## src/rtl/glob_bank_pkg.sv

```systemverilog
// Shared types, constants and the reset-value helper for the glob_bank register bank.
package glob_bank_pkg;

    localparam int ERRW = 16;
    localparam int MAXW = 64;

    typedef enum logic [1:0] {
        OP_READ  = 2'd0,
        OP_WRITE = 2'd1,
        OP_CHECK = 2'd2,
        OP_SWEEP = 2'd3
    } op_e;

    typedef enum logic [1:0] {
        ST_IDLE  = 2'd0,
        ST_SWEEP = 2'd1,
        ST_DONE  = 2'd2
    } state_e;

    // Reset value of channel i: (initval + i*stride) truncated to width bits.
    function automatic logic [MAXW-1:0] init_val(
        input logic [MAXW-1:0] initval,
        input logic [MAXW-1:0] stride,
        input int unsigned     i,
        input int unsigned     width
    );
        logic [MAXW-1:0] full;
        logic [MAXW-1:0] mask;
        full = initval + stride * MAXW'(i);
        mask = (width >= MAXW) ? '1 : ((MAXW'(1) << width) - MAXW'(1));
        return full & mask;
    endfunction

endpackage

```

## src/rtl/glob_bank_sweep.sv

```systemverilog
// Self-check sweep engine: walks every channel once, counting those that
// no longer hold their reset value, then presents the tally for one cycle.
module glob_bank_sweep
    import glob_bank_pkg::*;
#(
    parameter int          NCHAN   = 4,
    parameter int          WIDTH   = 32,
    parameter logic [31:0] INITVAL = 32'hf00d,
    parameter int          STRIDE  = 1,
    localparam int         IDXW    = (NCHAN > 1) ? $clog2(NCHAN) : 1,
    localparam int         TALW    = $clog2(NCHAN + 1)
) (
    input  logic             clk,
    input  logic             rst,
    input  logic             start,
    input  logic [WIDTH-1:0] cur_val,
    output state_e           state,
    output logic [IDXW-1:0]  ptr,
    output logic [TALW-1:0]  tally
);

    localparam logic [IDXW-1:0] LAST = IDXW'(NCHAN - 1);

    state_e           state_d;
    logic [WIDTH-1:0] expected;
    logic             mismatch;

    // Expected reset value for the channel under the pointer, and whether it drifted
    always_comb begin
        expected = WIDTH'(init_val(MAXW'(INITVAL), MAXW'(STRIDE), 32'(ptr), WIDTH));
        mismatch = (cur_val != expected);
    end

    // State register
    always_ff @(posedge clk or posedge rst) begin
        if (rst) begin
            state <= ST_IDLE;
        end else begin
            state <= state_d;
        end
    end

    // Next-state logic: IDLE -> SWEEP on start, SWEEP -> DONE after the last channel
    always_comb begin
        // NOTE: default assignment first so every path drives state_d and no latch is inferred.
        state_d = state;
        case (state)
            ST_IDLE:  if (start) state_d = ST_SWEEP;
            ST_SWEEP: if (ptr == LAST) state_d = ST_DONE;
            ST_DONE:  state_d = ST_IDLE;
            default:  state_d = ST_IDLE;
        endcase
    end

    // Pointer and mismatch tally: cleared on start, advanced once per sweep cycle
    always_ff @(posedge clk or posedge rst) begin
        if (rst) begin
            ptr   <= '0;
            tally <= '0;
        end else if (state == ST_IDLE && start) begin
            ptr   <= '0;
            tally <= '0;
        end else if (state == ST_SWEEP) begin
            ptr   <= (ptr == LAST) ? '0 : ptr + IDXW'(1);
            tally <= tally + TALW'(mismatch);
        end
    end

endmodule

```

## src/rtl/glob_bank.sv

```systemverilog
// Bank of NCHAN registers with a valid/ready command port (read, write,
// check, sweep), a saturating error counter, a cycle counter and
// hierarchically callable accessors for regression tops.
module glob_bank
    import glob_bank_pkg::*;
#(
    parameter int          NCHAN   = 4,
    parameter int          WIDTH   = 32,
    parameter logic [31:0] INITVAL = 32'hf00d,
    parameter int          STRIDE  = 1,
    localparam int         IDXW    = (NCHAN > 1) ? $clog2(NCHAN) : 1,
    localparam int         TALW    = $clog2(NCHAN + 1)
) (
    input  logic             clk,
    input  logic             rst,
    input  logic             req_valid,
    output logic             req_ready,
    input  logic [1:0]       req_op,
    input  logic [IDXW-1:0]  req_idx,
    input  logic [WIDTH-1:0] req_data,
    output logic             rsp_valid,
    output logic [WIDTH-1:0] rsp_data,
    output logic             rsp_err,
    output logic [ERRW-1:0]  err_count,
    output logic [31:0]      cyc
);

    logic [WIDTH-1:0] regs [NCHAN];

    state_e           state;
    logic [IDXW-1:0]  sweep_ptr;
    logic [TALW-1:0]  sweep_tally;
    logic             sweep_done;

    op_e              op;
    logic             accept;
    logic             is_cmd;
    logic             in_range;
    logic [WIDTH-1:0] cur_reg;
    logic             cmd_err;
    logic [ERRW-1:0]  err_inc;
    logic [ERRW:0]    err_sum;
    logic [ERRW-1:0]  err_next;

    logic             cmd_valid_q;
    logic [WIDTH-1:0] cmd_data_q;
    logic             cmd_err_q;

    glob_bank_sweep #(
        .NCHAN   (NCHAN),
        .WIDTH   (WIDTH),
        .INITVAL (INITVAL),
        .STRIDE  (STRIDE)
    ) u_sweep (
        .clk     (clk),
        .rst     (rst),
        .start   (accept && op == OP_SWEEP),
        .cur_val (regs[sweep_ptr]),
        .state   (state),
        .ptr     (sweep_ptr),
        .tally   (sweep_tally)
    );

    assign req_ready  = (state == ST_IDLE);
    assign sweep_done = (state == ST_DONE);

    // Command decode: range check, selected register, error outcome
    always_comb begin
        op       = op_e'(req_op);
        accept   = req_valid && req_ready;
        is_cmd   = accept && (op != OP_SWEEP);
        in_range = (32'(req_idx) < NCHAN);
        cur_reg  = in_range ? regs[req_idx] : '0;
        cmd_err  = !in_range || (op == OP_CHECK && cur_reg != req_data);
    end

    // Register array: reset to per-channel init values, written by in-range WRITE
    always_ff @(posedge clk or posedge rst) begin
        if (rst) begin
            // NOTE: the array is reset element by element because the sweep relies on known init values.
            for (int i = 0; i < NCHAN; i++) begin
                regs[i] <= WIDTH'(init_val(MAXW'(INITVAL), MAXW'(STRIDE), i, WIDTH));
            end
        end else if (is_cmd && op == OP_WRITE && in_range) begin
            regs[req_idx] <= req_data;
        end
    end

    // Command response registers: one-cycle pulse after READ/WRITE/CHECK acceptance
    always_ff @(posedge clk or posedge rst) begin
        if (rst) begin
            cmd_valid_q <= 1'b0;
            cmd_data_q  <= '0;
            cmd_err_q   <= 1'b0;
        end else begin
            cmd_valid_q <= is_cmd;
            cmd_data_q  <= is_cmd ? cur_reg : '0;
            cmd_err_q   <= is_cmd && cmd_err;
        end
    end

    // Response mux: the sweep result owns the port while in DONE
    always_comb begin
        rsp_valid = sweep_done || cmd_valid_q;
        rsp_data  = sweep_done ? WIDTH'(sweep_tally) : cmd_data_q;
        rsp_err   = sweep_done ? (sweep_tally != '0) : cmd_err_q;
    end

    // Error increment and saturating sum; commands and DONE never coincide
    always_comb begin
        err_inc = '0;
        if (sweep_done) begin
            err_inc = ERRW'(sweep_tally);
        end else if (is_cmd && cmd_err) begin
            err_inc = ERRW'(1);
        end
        err_sum  = {1'b0, err_count} + {1'b0, err_inc};
        err_next = err_sum[ERRW] ? '1 : err_sum[ERRW-1:0];
    end

    // Error and cycle counters
    always_ff @(posedge clk or posedge rst) begin
        if (rst) begin
            err_count <= '0;
            cyc       <= '0;
        end else begin
            err_count <= err_next;
            cyc       <= cyc + 32'd1;
        end
    end

    // Current value of channel idx, or 0 when idx is out of range.
    function automatic logic [WIDTH-1:0] getGlob(input int idx);
        if (idx < 0 || idx >= NCHAN) return '0;
        return regs[IDXW'(idx)];
    endfunction

    // Reset value of channel idx.
    function automatic logic [WIDTH-1:0] getInit(input int idx);
        return WIDTH'(init_val(MAXW'(INITVAL), MAXW'(STRIDE), idx, WIDTH));
    endfunction

    // Fixed identifier of this block type, as four ASCII characters.
    function automatic logic [31:0] getName(input int fake);
        logic [31:0] name;
        name = "gbnk";
        return (fake >= 0) ? name : name;
    endfunction

    // Halts simulation when channel idx does not hold val.
    task automatic checkGlob(input int idx, input logic [WIDTH-1:0] val);
        if (getGlob(idx) !== val) $stop;
    endtask

endmodule

```

## config.mk

```make
export PLATFORM = sky130hd
export DESIGN_NAME = glob_bank
export DESIGN_NICKNAME = d
export VERILOG_FILES = /design/src/rtl/glob_bank_pkg.sv /design/src/rtl/glob_bank_sweep.sv /design/src/rtl/glob_bank.sv
export SDC_FILE = /design/constraint.sdc
export NUM_CORES = 1
export LEC_CHECK = 0
export BUFFER_PORTS_ARGS = -buffer_cell sky130_fd_sc_hd__clkbuf_2
export CAP_MARGIN = 5
export CORE_UTILIZATION = 30
export CTS_BUF_LIST = sky130_fd_sc_hd__clkbuf_4 sky130_fd_sc_hd__clkbuf_8 sky130_fd_sc_hd__clkbuf_16
export DETAILED_ROUTE_END_ITERATION = 10
export PLACE_DENSITY = 0.47
export SLEW_MARGIN = 20
export SYNTH_ARGS = -nofsm -noshare
export SYNTH_HDL_FRONTEND = slang
export SYNTH_SLANG_ARGS = --single-unit
```

## constraint.sdc

```tcl
create_clock -name clk -period 7.25 [get_ports clk]
set_clock_uncertainty 0.2 [all_clocks]
set_input_delay 0.725 -clock clk [delete_from_list [all_inputs] [get_ports clk]]
set_output_delay 0.725 -clock clk [all_outputs]
set_load 0.01 [all_outputs]
```

==> results of run 1 <==
[routing by layer]
layer,global-route usage (%),vias to the layer above,routed length (um)
met1,22.4,3499,12900
met2,25.6,130,12600
li1,-,3049,-
met5,0,-,0
met4,4.32,0,586
met3,2.48,37,1080
[worst max-delay path: cells and delay by family]
kind,cells,cell delay [ns]
and+or+nand+nor,7,1.49
adders and majority gates,2,0.35
buffers and inverters,3,0.94
muxes,1,0.54
AOI/OAI and AO/OA,2,0.40
xor gates and xnor gates,1,0.24
[state kept, by name, summed over array words and instances, names as in the netlist]
register	flops
cyc	32
cmd_data_q	32
regs	128
cmd_valid_q	1
u_sweep.tally	3
cmd_err_q	1
u_sweep.state	2
err_count	16
u_sweep.ptr	2
[how the worst max path moves through the flow]
| stage | depth (start not counted) | to | slack (ns) | startpoint |
|---|---|---|---|---|
| 2_1_floorplan | 1 | cmd_data_q[0]$_DFF_PP0_ | 0.43 | rst |
| 3_3_place_gp | 16 | err_count[2]$_DFF_PP0_ | 2.14 | req_idx[0] |
| 3_5_place_dp | 16 | err_count[11]$_DFF_PP0_ | 2.08 | req_idx[1] |
| 4_1_cts | 16 | err_count[11]$_DFF_PP0_ | 2.63 | req_idx[1] |
| 5_1_grt | 16 | err_count[11]$_DFF_PP0_ | 2.36 | req_idx[1] |
| 6_report | 16 | err_count[11]$_DFF_PP0_ | 2.72 | req_idx[1] |
[cells in the final DEF (no fill, tap or decap), types with 9 or more instances in the layout]
cell	n
nand2_1	49
xnor2_1	59
a21oi_1	9
xor2_1	14
clkbuf_2	121
and3_1	38
nor2_1	23
buf_4	9
nor4_1	17
clkbuf_4	10
nor3_1	9
dfstp_2	27
dfrtp_1	190
clkbuf_16	29
inv_1	9
nand3_1	13
mux2_1	130
nand4_1	21
mux4_2	36
and2_1	31
[logic make-up after synthesis]
| family | after synthesis | synth area share [%] |
|---|---|---|
| muxes | 168 | 22.5 |
| adders and majority gates | 8 | 1.05 |
| buffers and inverters | 43 | 2.11 |
| xor gates and xnor gates | 73 | 6.27 |
| AOI/OAI and AO/OA | 25 | 1.46 |
| DFF | 217 | 53.5 |
| and+or+nand+nor | 239 | 13.1 |
[final cells by class]
type                    instances  area, um^2  area share [%]
well taps                     448         561            4.58
clock inverters                10        77.6           0.633
multi-input cells             513        4540            37.0
flip-flops and latches        217        5460            44.6
repair buffers                133         723            5.90
inverters                      10        45.0           0.368
clock buffers                  42         842            6.88
[through the flow]
| stage | power [mW] | instance area, um^2 |
|---|---|---|
| 2_1_floorplan | 2.64 | 10200 |
| 3_3_place_gp | 3.05 | 11300 |
| 3_5_place_dp | 3.06 | 11300 |
| 4_1_cts | 4.46 | 12200 |
| 5_1_grt | 4.65 | 12200 |
| 6_report | 4.40 | 12200 |
[where the power goes]
| part | leakage, nW | total (mW) | switching (mW) | internal (mW) |
|---|---|---|---|---|
| clock | 0.471 | 1.37 | 0.538 | 0.835 |
| combinational | 2.49 | 1.08 | 0.517 | 0.564 |
| sequential | 2.76 | 1.95 | 0.313 | 1.64 |
| total | 5.72 | 4.40 | 1.37 | 3.04 |
==> key figures, run 1 <==
STA
  • Setup TNS: 0 ns
  • Worst-Margin Slew: between 1 and 1.5 ns
  • Rel. slew slack: about a quarter
  • Worst setup margin: about 2.7 ns
  • Endpoints failing setup: 0
  • Final Hold Vio Count: 0
  • Post-route minimum period: roughly 4.5 ns
  • Final Max Slew Viols: 0
  • Worst hold-check slack: 0.272 ns
  • Fin crit share: 62.5%
  • RSZ-0062 raised after global routing: false
  • Max Fclk: around 0.22 GHz

Yosys
  • EDFF count, synth: 0
  • Yosys Warn Count: 0
  • Avg Inst Size Synth: ~13 um^2
  • Post-Syn Nets: around 800
  • Top-area cell type share of the netlist area: roughly 47%
  • Synth Instances: 773
  • Most frequent cells after synthesis: dfrtp_1, mux2_1, xnor2_1
  • Async set-or-reset flop fraction in the synthesized netlist: 100%
  • Top cells by area, synth: dfrtp_1, mux2_1, mux4_2
  • Ys flop type: dfrtp_1
  • Area leader, netlist: dfrtp_1
  • Top-count cell post-synth: dfrtp_1
  • Netlist Area Pre-Place: slightly above 0.01 mm^2
  • Register area share after synthesis: 53.5%
  • Synth Register Bits: about 220
  • Synth cell types: 44

Detailed routing
  • Vias: 6715
  • DR WL/cell: 19.8 um
  • Iter 0 DRT Violations: 260
  • Post-route ant nets: 0
  • Vias/cell: approximately 5
  • Initial DRT Pass Iterations: 6
  • DRC Markers: 0
  • Detailed Route WL: about 27000 um

Global routing
  • Vias in the first global route: around 7100
  • Grt ovf: 0
  • First-pass GRT wire length: ~44000 um
  • Overall Global Routing Usage: roughly 16%
  • Largest net degree at the start of global routing: between 150 and 200
  • Initial antenna violation count: 0

Clocking
  • CTS resizes: 0
  • CTS buffer count: 28
  • Worst skew pair latency: 0.55 ns
  • CTS clk-pin slew, worst paths: 0.05 ns
  • Post-CTS setup buffers: 0
  • CTS tree: done
  • Clk sinks: roughly 220
  • Htree depth: 1
  • CTS root buffer: clkbuf_16
  • Cts hold-fix bufs: 1
  • Clk buf depth: 3

Floorplan
  • Die Y: about 190 um
  • Ports: about 120
  • Initial Util: a little over 30%
  • FP Rows: between 60 and 70
  • Core ar.: 0.0335 mm^2
  • Die width: 186 um
  • Die area: 0.0348 mm^2

Power and ir drop
  • Leakage: about 5.7 nW
  • Worst IR drop on VDD: 0.212 mV
  • PD cells: about 360 mW/mm^2

Critical path
  • Crit-path cells: clkbuf_2 -> buf_12 -> mux4_2 -> xnor2_1 -> nand4_1 -> nor4_1 -> a21oi_1 -> a21o_1 -> ha_1 -> inv_1 -> fa_1 -> nor2b_1 -> or2_2 -> nand2b_1 -> or3_1 -> nand3_1
  • RR Endpoint: err_count[11]$_DFF_PP0_
  • Slowest cell on the critical path: clkbuf_2
  • Crit. End Element: flop
  • Critical Path Max Stage Delay: 0.59 ns
  • Worst EP arrival: between 4 and 5 ns
  • Crit Path Class: input port to flop
  • Worst-path maximum fanout: 19
  • Worst r2r src: regs[2]$_DFFE_PP0P_
  • CP required: ~7.4 ns
  • Startpoint Class: input port
  • Worst reg2reg path depth: 14
  • Setup slack, reg-to-reg: roughly 3.3 ns

Layout
  • Area Overhead vs Synth: 20.0%
  • Share of cells above drive strength 1: a little over a quarter
  • Fill cell count: 3326
  • Final Instance Count excl. Fillers: between 1000 and 1500
  • N_diodes: 0
  • Nets: 950
  • Fin util: between 30% and 40%

Min path
  • Min-delay src: cyc[31]$_DFF_PP0_
  • Hold WC Path Type: flop to flop
  • Hold path depth: 1
  • Worst Hold End: cyc[31]$_DFF_PP0_

Placed design
  • Post-DP HPWL: approximately 18000 um
  • Placed instance count: around 1300
  • Place WS: around 2.1 ns
  • Port Buffers: 121
  • RePlAce Congestion: around 0.76

Run status
  • Status: completed

Flow run
  • Max Cap Viol: 0
Power figures use the tool's default switching activity.
==> inputs of run 2 (changes only) <==
--- a/config.mk
+++ b/config.mk
@@ -10,7 +10,7 @@
 export CORE_UTILIZATION = 30
 export CTS_BUF_LIST = sky130_fd_sc_hd__clkbuf_4 sky130_fd_sc_hd__clkbuf_8 sky130_fd_sc_hd__clkbuf_16
 export DETAILED_ROUTE_END_ITERATION = 10
-export PLACE_DENSITY = 0.47
+export PLACE_DENSITY = 0.46
 export SLEW_MARGIN = 20
 export SYNTH_ARGS = -nofsm -noshare
 export SYNTH_HDL_FRONTEND = slang
==> constraint.sdc (replaced) <==
create_clock -name clk -period 4.47 [get_ports clk]
set_clock_uncertainty 0.2 [all_clocks]
set_input_delay 0.447 -clock clk [delete_from_list [all_inputs] [get_ports clk]]
set_output_delay 0.447 -clock clk [all_outputs]
set_load 0.01 [all_outputs]
==> run 2 against run 1 <==
Against the previous run:
- combinational power rose by 60%
- utilization rose by 0.18 points
- die area did not move
- critical path depth fell by 2
- clock-buffer cell count fell by 4
- cell count rose by 0.29%
==> key figures, run 2 (same netlist as run 1, synthesis figures left out) <==
Run status
  • Status: completed

Layout
  • Multi-input gate area: approximately 0.0045 mm^2
  • Most frequent cells in the layout: dfrtp_1, mux2_1, clkbuf_2
  • Fill cell count: 3336
  • Nets: ~960
  • Reg with most FFs: regs
  • Area Overhead vs Synth: 20.6%
  • Largest regs: regs x128, cmd_data_q x32, cyc x32
  • Max reg flops: between 100 and 150
  • Leading cell type in the layout, fill and taps excluded: dfrtp_1
  • Design area: 0.0123 mm^2
  • Fin util: a little under two fifths
  • N_diodes: 0
  • Share of cells above drive strength 1: ~28%
  • Register Area: 0.00546 mm^2

Placed design
  • RePlAce Congestion: 0.761
  • Port Buffers: roughly 120
  • Post-DP HPWL: between 15000 and 20000 um
  • Placed Area: 0.0114 mm^2

Min path
  • Hold WC Path Type: input port to flop
  • Min-delay src: req_data[25]

Power and ir drop
  • Worst IR drop on VDD: ~0.28 mV
  • PD cells: 575 mW/mm^2
  • Total power: between 7 and 8 mW
  • Leakage: 5.74 nW

Critical path
  • Crit-path cells: mux4_2 -> xnor2_1 -> nand4_1 -> nor4_1 -> a21oi_1 -> a21o_1 -> ha_1 -> inv_1 -> fa_1 -> nor2b_1 -> or2_2 -> nor2b_1 -> nand4_1 -> mux2_1
  • Crit Path Class: flop to flop
  • Critical Path Max Stage Delay: 0.49 ns
  • WP buf/inv: 1
  • Startpoint Class: flop
  • Worst setup path start: regs[0]$_DFFE_PP0P_
  • Worst-path maximum fanout: 5
  • Worst EP arrival: around 4 ns
  • Worst r2r src: regs[0]$_DFFE_PP0P_
  • Largest delay contributor family on the critical path: simple AND/OR/NAND/NOR gates
  • Crit. End Element: flop
  • CP required: around 4.7 ns
  • Slowest cell on the critical path: mux4_2

Clocking
  • Htree depth: 1
  • CTS buffer count: 26
  • Clk sinks: 217
  • Clk buf depth: 3
  • CTS tree: done
  • CTS root buffer: clkbuf_16
  • CTS clk-pin slew, worst paths: ~0.06 ns
  • Worst skew pair latency: 0.53 ns

Global routing
  • First-pass GRT wire length: approximately 43000 um
  • Overall Global Routing Usage: 15.9%
  • Vias in the first global route: ~7000
  • Largest net degree at the start of global routing: 100
  • Grt ovf: 0
  • Initial antenna violation count: 0

Flow run
  • Max Cap Viol: 0

STA
  • Final Max Slew Viols: 0
  • Setup TNS: 0 ns
  • Post-route minimum period: around 3.9 ns
  • RSZ-0062 raised after global routing: false
  • Worst hold-check slack: roughly 0.017 ns
  • Fin crit share: just under 90%
  • Endpoints failing setup: 0
  • Rel. slew slack: a little over two fifths
  • Final Hold Vio Count: 0
  • Max Fclk: 0.257 GHz
  • Worst-Margin Slew: 0.862 ns

Floorplan
  • Initial Util: just over 30%
  • Ports: approximately 120
  • Core ar.: around 0.034 mm^2
  • Die width: about 190 um
  • Die Y: 186 um
  • Die area: approximately 0.035 mm^2
  • FP Rows: 67

Detailed routing
  • DR WL/cell: a little under 20 um
  • Initial DRT Pass Iterations: 4
  • Iter 0 DRT Violations: between 300 and 400
  • Detailed Route WL: 27100 um
  • Vias: around 6700
  • Vias/cell: 4.85
  • DRC Markers: 0
  • Post-route ant nets: 0
run 2: final timing paths:
check,endpoint,slack (ns),cells after the start
setup / recovery,err_count[12]$_DFF_PP0_,0.58,14
hold / removal,regs[89]$_DFFE_PP0P_,0.02,2
min in group asynchronous,cmd_data_q[15]$_DFF_PP0_,0.43,3
setup reg to reg,err_count[12]$_DFF_PP0_,0.58,14
hold reg to reg,cyc[31]$_DFF_PP0_,0.28,1
max in group asynchronous,err_count[2]$_DFF_PP0_,2.57,4
run 2: layout make-up:
cell class / count / share of cell area, %
clock inverter: 10 / 0.833
clock buffer: 38 / 6.41
timing repair buffer: 141 / 6.59
sequential: 217 / 44.4
multi-input combinational: 513 / 36.9
tap: 448 / 4.55
inverter: 10 / 0.335
run 2: routing by layer:
layer / up-vias / GRT usage, % / wire [um]
li1: 3070 / - / -
met1: 3442 / 22.9 / 13000
met2: 127 / 24.6 / 12400
met3: 34 / 3.08 / 1270
met4: 0 / 3.62 / 448
met5: - / 0 / 0
run 2: worst reg2reg max path, stage by stage, from the launching register on:
cell and delay (ns):
dfrtp_1 0.38, mux4_2 0.49, xnor2_1 0.29, nand4_1 0.20, nor4_1 0.35, a21oi_1 0.23, a21o_1 0.21, ha_1 0.18
inv_1 0.07, fa_1 0.17, nor2b_1 0.05, or2_2 0.32, nor2b_1 0.18, nand4_1 0.10, mux2_1 0.33
run 2: timing repair:
item | 4_1_cts | 5_1_grt
hold buffers | 2 | 0
resized for setup | 0 | 1
endpoints found under the setup margin | 0 | 4
setup buffers | 0 | 0
endpoints found under the hold margin | 33 | 0
run 2: power by group:
group          total (mW)  internal (mW)  leakage, nW  switching [mW]
logic                1.73          0.922         2.53           0.810
clock network        2.16           1.34        0.452           0.827
registers            3.19           2.66         2.76           0.529
run 2: stage by stage:
step	worst slack, ns	instances
3_5_place_dp	0.0380	1327
2_1_floorplan	0.668	773
5_1_grt	0.164	1377
3_3_place_gp	0.103	1327
6_report	0.583	1377
4_1_cts	0.512	1377
==> inputs of run 3 (changes only) <==
--- a/config.mk
+++ b/config.mk
@@ -11,6 +11,7 @@
 export CTS_BUF_LIST = sky130_fd_sc_hd__clkbuf_4 sky130_fd_sc_hd__clkbuf_8 sky130_fd_sc_hd__clkbuf_16
 export DETAILED_ROUTE_END_ITERATION = 10
 export PLACE_DENSITY = 0.46
+export RECOVER_POWER = 25
 export SLEW_MARGIN = 20
 export SYNTH_ARGS = -nofsm -noshare
 export SYNTH_HDL_FRONTEND = slang
==> run 3 against run 2 <==
Against the previous run:
- the flow now finishes with violations (capacitance limit, slew limit)
- flip-flop and latch count stayed put
- critical path depth is the same
- combinational power about the same
- non-clock buffer count did not move
- hold slack got worse by 0.0029 ns
- clock power hardly changed
- cell count did not move
- utilization shrank 0.19 points
- global-route usage is the same
- sequential power hardly changed
- power hardly changed
- first-iteration DRC count decreased by 20%
- critical path type unchanged
- largest power group unchanged
==> key figures, run 3 (same netlist as run 1, synthesis figures left out) <==
Critical path
  • RR Endpoint: err_count[12]$_DFF_PP0_
  • Crit path to: err_count[12]$_DFF_PP0_
  • CP required: 4.67 ns
  • Worst r2r src: regs[0]$_DFFE_PP0P_
  • Crit. End Element: flop
  • Crit Path Class: flop to flop
  • Setup slack, reg-to-reg: 0.58 ns
  • Worst reg2reg path depth: 14
  • Worst setup path start: regs[0]$_DFFE_PP0P_
  • Worst-path maximum fanout: 5
  • Worst EP arrival: just over 4 ns
  • Startpoint Class: flop

STA
  • Setup TNS: 0 ns
  • RSZ-0062 raised after global routing: false
  • Fin crit share: between 80 and 90%
  • Max Fclk: ~0.26 GHz
  • Endpoints failing setup: 0
  • Post-route minimum period: just under 4 ns
  • Worst-Margin Slew: ~1.7 ns
  • Final Hold Vio Count: 0
  • Rel. slew slack: -13.9%
  • Final Max Slew Viols: 36

Clocking
  • CTS root buffer: clkbuf_16
  • Clk sinks: about 220
  • Clk buf depth: 3
  • Post-CTS setup buffers: 0
  • CTS buffer count: 26
  • CTS tree: done
  • Htree depth: 1
  • CTS clk-pin slew, worst paths: approximately 0.060 ns
  • Worst skew pair latency: around 0.53 ns

Layout
  • Max reg flops: 128
  • Leading cell type in the layout, fill and taps excluded: dfrtp_1
  • Largest regs: regs x128, cmd_data_q x32, cyc x32
  • N_diodes: 0
  • Reg with most FFs: regs
  • Share of cells above drive strength 1: about a quarter
  • Area Overhead vs Synth: 20.0%
  • Design area: about 0.012 mm^2
  • Fin util: between 30% and 40%
  • Most frequent cells in the layout: dfrtp_1, mux2_1, clkbuf_2
  • Nets: 956

Global routing
  • Initial antenna violation count: 0
  • Vias in the first global route: slightly below 7000
  • Overall Global Routing Usage: roughly 16%
  • Grt ovf: 0
  • Largest net degree at the start of global routing: 100
  • First-pass GRT wire length: 43000 um

Power and ir drop
  • Leakage: roughly 5.6 nW
  • Switching Share: a little under a third
  • Worst IR drop on VDD: roughly 0.28 mV
  • Total power: 7.07 mW
  • Sequential Power Share: between 40% and 50%
  • Sw power: ~2.2 mW
  • Power Internal: just under 5 mW
  • Combinational fraction of design power: 24.4%
  • Clock Power Share: 30.6%
  • PD cells: about 580 mW/mm^2

Detailed routing
  • Iter 0 DRT Violations: approximately 280
  • DRC Markers: 0
  • Detailed Route WL: ~27000 um
  • Post-route ant nets: 0
  • Initial DRT Pass Iterations: 4
  • Vias: ~6700
  • Vias/cell: 4.85
  • DR WL/cell: around 20 um

Floorplan
  • Die width: 186 um
  • Ports: around 120
  • FP Rows: 67
  • Die Y: 186 um
  • Core ar.: ~0.034 mm^2
  • Die area: 0.0348 mm^2
  • Initial Util: between 30% and 40%

Placed design
  • Port Buffers: about 120
  • RePlAce Congestion: around 0.76
  • Placed Area: around 0.011 mm^2
  • Post-DP HPWL: 18900 um

Flow run
  • Max Cap Viol: 1

Min path
  • Hold WC Path Type: input port to flop

Run status
  • Failing checks: capacitance limit, slew limit
  • Status: complete, but fails checks
[run 3: cell count changes in the layout (fill, tap and decap cells not counted), sizes merged]
| cell | before | now |
|---|---|---|
| clkbuf | 159 | 161 |
| buf | 18 | 16 |
[run 3: critical path: stages, from the launching register on]
cell and delay [ns]:
dfrtp_1 0.38, mux4_2 0.49, xnor2_1 0.29, nand4_1 0.20, nor4_1 0.35, a21oi_1 0.23, a21o_1 0.21, ha_1 0.18
inv_1 0.07, fa_1 0.17, nor2b_1 0.05, or2_2 0.32, nor2b_1 0.18, nand4_1 0.10, mux2_1 0.33
[run 3: power groups by stage]
stage | clock, mW | combinational (mW) | sequential [mW]
CTS | 2.24 | 1.77 | 3.18
global route | 2.32 | 1.91 | 3.27
detailed placement | 0 | 1.76 | 3.21
finish | 2.16 | 1.73 | 3.18
floorplan | 0 | 1.30 | 2.98
global placement | 0 | 1.74 | 3.22
[run 3: layout make-up]
type,instances,area (um^2)
clock buffer,38,790
clock inverter,10,103
fill,3347,21300
inverter,10,38.8
multi-input combinational,513,4540
sequential,217,5460
tap,448,561
timing repair buffer,141,751
[run 3: stage by stage]
step | worst slack, ns | hold slack [ns] | instances
global route | 0.164 | 0.0161 | 1377
CTS | 0.512 | 0.000664 | 1377
detailed placement | 0.0380 | 0.277 | 1327
finish | 0.582 | 0.0137 | 1377
global placement | 0.103 | 0.266 | 1327
floorplan | 0.668 | 0.267 | 773
[run 3: what timing repair did]
item / CTS / global route
hold buffers: 2 / 0
hold endpoints to repair: 33 / 0
resized for setup: 0 / 1
setup endpoints to repair: 0 / 4
[run 3: worst min path at each step]
stage | cells past startpoint | end | from | slack, ns
2_1_floorplan | 1 | regs[107]$_DFFE_PP0P_ | regs[107]$_DFFE_PP0P_ | 0.27
3_5_place_dp | 1 | cyc[31]$_DFF_PP0_ | cyc[31]$_DFF_PP0_ | 0.28
3_3_place_gp | 1 | cyc[31]$_DFF_PP0_ | cyc[31]$_DFF_PP0_ | 0.27
4_1_cts | 2 | regs[35]$_DFFE_PP1P_ | req_data[3] | 0.0007
6_report | 2 | regs[0]$_DFFE_PP0P_ | req_data[0] | 0.01
5_1_grt | 2 | regs[0]$_DFFE_PP0P_ | req_data[0] | 0.02
[run 3: layer usage]
layer	GRT usage [%]	up-vias	wire length, um
li1	-	3071	-
met1	22.9	3439	13000
met2	24.6	140	12500
met3	3.08	31	1320
met4	3.62	0	370
met5	0	-	0
